===== src/rtl/lsu_pkg.sv =====
// Shared encodings for the memory-stage load/store unit.
package lsu_pkg;
  localparam logic [1:0] SZ_BYTE = 2'b00;
  localparam logic [1:0] SZ_HALF = 2'b01;
  localparam logic [1:0] SZ_WORD = 2'b10;

  localparam logic [1:0] RESULT_SRC_LOAD = 2'b01;

  typedef enum logic [1:0] {
    ST_IDLE,
    ST_REQ,
    ST_WAIT_RD
  } lsu_state_e;
endpackage


===== src/rtl/lsu_align.sv =====
// Combinational lane logic: byte enables, store replication, load shift/extend, misalignment.
module lsu_align
  import lsu_pkg::*;
(
  input  logic [1:0]  addr_lo,
  input  logic [1:0]  size,
  input  logic        sign_ext,
  input  logic [31:0] store_data,
  input  logic [31:0] load_raw,
  output logic [3:0]  be,
  output logic [31:0] wdata,
  output logic [31:0] load_data,
  output logic        misaligned
);
  logic [31:0] shifted;

  always_comb begin
    shifted    = load_raw >> {addr_lo, 3'b000};
    be         = 4'b1111;
    wdata      = store_data;
    load_data  = shifted;
    misaligned = 1'b0;
    case (size)
      SZ_BYTE: begin
        be        = 4'b0001 << addr_lo;
        wdata     = {4{store_data[7:0]}};
        load_data = sign_ext ? {{24{shifted[7]}}, shifted[7:0]} : {24'b0, shifted[7:0]};
      end
      SZ_HALF: begin
        be         = addr_lo[1] ? 4'b1100 : 4'b0011;
        wdata      = {2{store_data[15:0]}};
        load_data  = sign_ext ? {{16{shifted[15]}}, shifted[15:0]} : {16'b0, shifted[15:0]};
        misaligned = addr_lo[0];
      end
      // Reserved size 11 behaves exactly like a word access.
      default: begin
        misaligned = (addr_lo != 2'b00);
      end
    endcase
  end
endmodule


===== src/rtl/mem_stage_lsu.sv =====
// Memory-stage LSU: req/gnt/rvalid access FSM with load timeout, owns the M/W pipeline register.
module mem_stage_lsu
  import lsu_pkg::*;
#(
  parameter int DATA_WIDTH     = 32,
  parameter int TIMEOUT_CYCLES = 255
) (
  input  logic                  clk,
  input  logic                  rst,
  input  logic                  M_RegWrite,
  input  logic                  M_mem_write,
  input  logic [1:0]            M_type_control,
  input  logic                  M_sign_ext_flag,
  input  logic [1:0]            M_result_src,
  input  logic [DATA_WIDTH-1:0] M_alu_result,
  input  logic [DATA_WIDTH-1:0] M_write_data,
  input  logic [DATA_WIDTH-1:0] M_pc_out4,
  input  logic [4:0]            M_rd,
  input  logic [6:0]            M_opcode,
  output logic                  M_stall,
  output logic                  mem_req,
  output logic                  mem_we,
  output logic [DATA_WIDTH-1:0] mem_addr,
  output logic [3:0]            mem_be,
  output logic [DATA_WIDTH-1:0] mem_wdata,
  input  logic                  mem_gnt,
  input  logic                  mem_rvalid,
  input  logic [DATA_WIDTH-1:0] mem_rdata,
  output logic                  W_RegWrite,
  output logic [1:0]            W_result_src,
  output logic [DATA_WIDTH-1:0] W_alu_result,
  output logic [DATA_WIDTH-1:0] W_read_data,
  output logic [DATA_WIDTH-1:0] W_pc_out4,
  output logic [4:0]            W_rd,
  output logic [6:0]            W_opcode,
  output logic                  W_misaligned,
  output logic                  W_bus_error
);
  localparam int CNT_W = $clog2(TIMEOUT_CYCLES + 1);

  lsu_state_e             state, state_nxt;
  logic [CNT_W-1:0]       cnt;
  logic                   is_store, is_load, access, misaligned, fault_mis;
  logic                   req_c, stall_c, rd_done, timeout;
  logic [DATA_WIDTH-1:0]  load_data;

  assign is_store  = M_mem_write;
  assign is_load   = (M_result_src == RESULT_SRC_LOAD) && !M_mem_write;
  assign access    = is_store || (M_result_src == RESULT_SRC_LOAD);
  assign fault_mis = access && misaligned;

  lsu_align u_align (
    .addr_lo    (M_alu_result[1:0]),
    .size       (M_type_control),
    .sign_ext   (M_sign_ext_flag),
    .store_data (M_write_data),
    .load_raw   (mem_rdata),
    .be         (mem_be),
    .wdata      (mem_wdata),
    .load_data  (load_data),
    .misaligned (misaligned)
  );

  assign mem_addr = {M_alu_result[DATA_WIDTH-1:2], 2'b00};
  // Reset gates the combinational handshake so nothing escapes while the FSM is being cleared.
  assign mem_req  = req_c && !rst;
  assign M_stall  = stall_c && !rst;
  assign mem_we   = mem_req && is_store;

  always_comb begin
    state_nxt = state;
    req_c     = 1'b0;
    stall_c   = 1'b0;
    rd_done   = 1'b0;
    timeout   = 1'b0;
    case (state)
      ST_IDLE: begin
        if (access && !misaligned) begin
          req_c = 1'b1;
          if (!(is_store && mem_gnt)) begin
            stall_c   = 1'b1;
            state_nxt = (is_load && mem_gnt) ? ST_WAIT_RD : ST_REQ;
          end
        end
      end
      ST_REQ: begin
        req_c   = 1'b1;
        stall_c = 1'b1;
        if (mem_gnt) begin
          if (is_store) begin
            stall_c   = 1'b0;
            state_nxt = ST_IDLE;
          end else begin
            state_nxt = ST_WAIT_RD;
          end
        end
      end
      ST_WAIT_RD: begin
        stall_c = 1'b1;
        if (mem_rvalid) begin
          stall_c   = 1'b0;
          rd_done   = 1'b1;
          state_nxt = ST_IDLE;
        end else if (cnt == CNT_W'(TIMEOUT_CYCLES - 1)) begin
          stall_c   = 1'b0;
          timeout   = 1'b1;
          state_nxt = ST_IDLE;
        end
      end
      default: state_nxt = ST_IDLE;
    endcase
  end

  always_ff @(posedge clk) begin
    if (rst) state <= ST_IDLE;
    else     state <= state_nxt;
  end

  // Counter sits at zero outside WAIT_RD, so it is already clear on entry.
  always_ff @(posedge clk) begin
    if (rst || state != ST_WAIT_RD) cnt <= '0;
    else                            cnt <= cnt + 1'b1;
  end

  always_ff @(posedge clk) begin
    if (rst || stall_c) begin
      W_RegWrite   <= 1'b0;
      W_result_src <= '0;
      W_alu_result <= '0;
      W_read_data  <= '0;
      W_pc_out4    <= '0;
      W_rd         <= '0;
      W_opcode     <= '0;
      W_misaligned <= 1'b0;
      W_bus_error  <= 1'b0;
    end else begin
      W_RegWrite   <= M_RegWrite && !fault_mis && !timeout;
      W_result_src <= M_result_src;
      W_alu_result <= M_alu_result;
      W_read_data  <= rd_done ? load_data : '0;
      W_pc_out4    <= M_pc_out4;
      W_rd         <= M_rd;
      W_opcode     <= M_opcode;
      W_misaligned <= fault_mis;
      W_bus_error  <= timeout;
    end
  end
endmodule

===== config.mk =====
export PLATFORM = sky130hd
export DESIGN_NAME = mem_stage_lsu
export DESIGN_NICKNAME = d
export VERILOG_FILES = /design/src/rtl/lsu_pkg.sv /design/src/rtl/lsu_align.sv /design/src/rtl/mem_stage_lsu.sv
export SDC_FILE = /design/constraint.sdc
export NUM_CORES = 1
export LEC_CHECK = 0
export BUFFER_PORTS_ARGS = -buffer_cell sky130_fd_sc_hd__buf_4
export CORE_AREA = 2 2 129 131
export CTS_BUF_LIST = sky130_fd_sc_hd__clkbuf_4
export DETAILED_ROUTE_END_ITERATION = 7
export DIE_AREA = 0 0 131 133
export PLACE_DENSITY = 0.66
export SLEW_MARGIN = 40
export SYNTH_ARGS = -nofsm -noshare
export SYNTH_HDL_FRONTEND = slang
export SYNTH_HIERARCHICAL = 1
export SYNTH_SLANG_ARGS = --single-unit

===== constraint.sdc =====
create_clock -name clk -period 1.95 [get_ports clk]
set_input_delay 0.0975 -clock clk [delete_from_list [all_inputs] [get_ports clk]]
set_output_delay 0.0975 -clock clk [all_outputs]
set_load 0.01 [all_outputs]

==> impl_metrics.tcl <==
set metrics [dict create \
    status "finished clean" \
    syn_to_final_growth_pct 73.3 \
    grt_max_degree 80 \
    drt-pass1-iter-count 4 \
    crit_fanout 3 \
    relSlewSlack_pct 65.0 \
    clock_skew_ns 0.0239 \
    ys_seq_elements 123 \
    power_mw 5.69 \
    grt_pass1_vias 5282 \
    async_flop_share_pct 0 \
    synthDistinctLibCells 52 \
    finalNetCount 1062 \
    peakVddDrop_mv 0.355 \
    io_buffers 332 \
    final_max_slew_viol_count 0 \
    num_rows 47 \
    cts_sinks 123 \
    netlist_instances 508 \
    htreeDepth 4 \
    wire_per_inst_um 17.6 \
    grt.total_usage_pct 22.2 \
    overflow 0 \
    synth_most_common_cell "dfxtp_1" \
    crit_chain "or3b_4 > a41oi_4 > a21oi_2 > nor2_1 > buf_4" \
    period_needed_ns 1.86 \
    hold_path_class "in2reg" \
    dp_cells 1002 \
    postRouteAntennaNets 0 \
    wirelength_mm 20.1 \
    vias 5095 \
    cts_max_path_buffers 2 \
    die-width_um 131 \
    timing.fmax_mhz 539 \
    core_area_mm2 0.0162 \
    hold_viol_final 0 \
    finalCritPeriodShare_pct 95.2 \
    yosys-top-cells-area "dfxtp_1 (48%), and2_1 (11%), buf_4 (6.0%)" \
    p_leak_nw 4.20 \
    drt-initial-drc-count 202 \
    path_class "reg2out" \
    ys.warnings.count 6 \
    hpwl_mm 14.1 \
    die_h_um 133 \
    synth_edf_count 0 \
    worstMarginPinSlew_ns 0.524 \
    drive_gt1_share_pct 48.1 \
    max_stage_delay_ns 0.38 \
    synth_top_cell_by_area "dfxtp_1" \
    die-area_mm2 0.0174 \
    synth_area_mm2 0.00514 \
    critPathRequiredTime_ns 1.85 \
    grt_first_pass_wirelength_mm 28.9 \
    synth_commonest_cells "dfxtp_1 (123), and2_1 (92), buf_4 (41)" \
    yosys_most_used_dff "dfxtp_1" \
    drv_cap 0 \
    startpoint_type "flip-flop" \
    start_util_pct 31.8 \
    finalNonFillerCells 1143 \
    synth.avg_cell_area_um2 10.1 \
    ys_seq_area_share_pct 47.9 \
    drc 0 \
    setup_viol 0 \
    grt_antenna_before_repair 2 \
    fin_util_pct 55.1 \
    gp_congestion 0.787 \
    ios 335 \
    crit_arrival_ns 1.76 \
    cts.reportedPaths.clkPinSlew_ns 0.13 \
    slowest_stage "or3b_4" \
    clk_latency_ns 0.53 \
    end_kind "output pin" \
    clockRootBuffer "clkbuf_4" \
    viasPerCell 4.46 \
    synth_top_area_share_pct 47.9 \
    power.density_mw_per_mm2 639 \
    rsz0062_at_grt "yes" \
    cts_tree "done" \
    cts_made_buffers 17 \
]
[state kept, by name, indices dropped and copies added, names as in the netlist, 2 cells and up]
name / count
W_alu_result: 32
W_read_data: 32
state: 2
W_rd: 5
W_pc_out4: 32
W_result_src: 2
W_opcode: 7
cnt: 8
[metrics by stage]
| stage | area, µm² | setup TNS, ns | setup WS, ns | hold WS (ns) |
|---|---|---|---|---|
| after floorplan | 5150 | 0 | 0.0414 | 0.169 |
| after global routing | 8910 | -0.0175 | -0.0175 | 0.0212 |
| after detailed placement | 7560 | 0 | 0.145 | 0.302 |
| after CTS | 8890 | 0 | 0.00704 | 0.000424 |
| after global placement | 7560 | 0 | 0.172 | 0.299 |
| final | 8910 | 0 | 0.0941 | 0.0298 |
[report_power, final]
part	switching (mW)	internal, mW	total (mW)
clock network	1.03	0.627	1.65
logic	0.581	0.789	1.37
registers	0.0389	2.63	2.66
[path summary, 6_finish.rpt]
check             slack (ns)          from  cells after the start              to
setup / recovery        0.09      state[0]                      5         M_stall
hold / removal          0.03  mem_rdata[0]                      4  W_read_data[0]
setup reg to reg        0.11      state[0]                      6        state[1]
hold reg to reg         0.46        cnt[0]                      1          cnt[0]
[metal layers]
layer / vias up / global-route usage [%] / part of all wire [%]
met5: - / 0 / 0
met4: 0 / 11.9 / 4.1
met3: 49 / 7.52 / 9.1
met2: 256 / 41.4 / 53
met1: 2343 / 20.7 / 34
li1: 2447 / - / -
[placed cells by master (no fill, tap or decap), drive strengths merged, types with 17 or more instances in the layout]
cell type,instances
and2,110
buf,348
clkbuf,17
dfxtp,123
dlygate4sd3,104
mux2,26
mux2i,17
nand2,35
nor2,18
[critical path, delay by kind of cell, from the launching register on]
kind                   cells  cell delay (ns)
AO/OA/AOI/OAI              2             0.27
buffers and inverters      1             0.13
flip-flops                 1             0.36
AND/OR/NAND/NOR            2             0.47
[cell families after synthesis]
family          after synthesis  synth area share (%)
simple gates                189                  21.7
flops                       123                  47.9
buf+inv                      75                  9.66
compound gates               69                  10.1
mux                          43                  9.08
xor+xnor                      6                  1.02
fa+ha+maj                     2                 0.487
other cells                   1                0.0729
[area by class of cell]
class / count / area (µm²)
Inverter: 4 / 15.0
Fill cell: 1404 / 7260
Clock inverter: 14 / 124
Clock buffer: 17 / 128
Sequential cell: 123 / 2470
Antenna cell: 2 / 5.00
Timing Repair Buffer: 452 / 3690
Multi-Input combinational cell: 311 / 2200
Tap cell: 220 / 275
[what timing repair did]
item | 4_1_cts | 5_1_grt
endpoints found under the hold margin | 96 | 0
setup buffers | 3 | 1
hold buffers | 104 | 0
gates resized for setup | 5 | 4
setup endpoints to repair | 1 | 2
pin swaps | 1 | 0
cloned | 0 | 0
No activity file was read; power rests on OpenSTA's default activity.
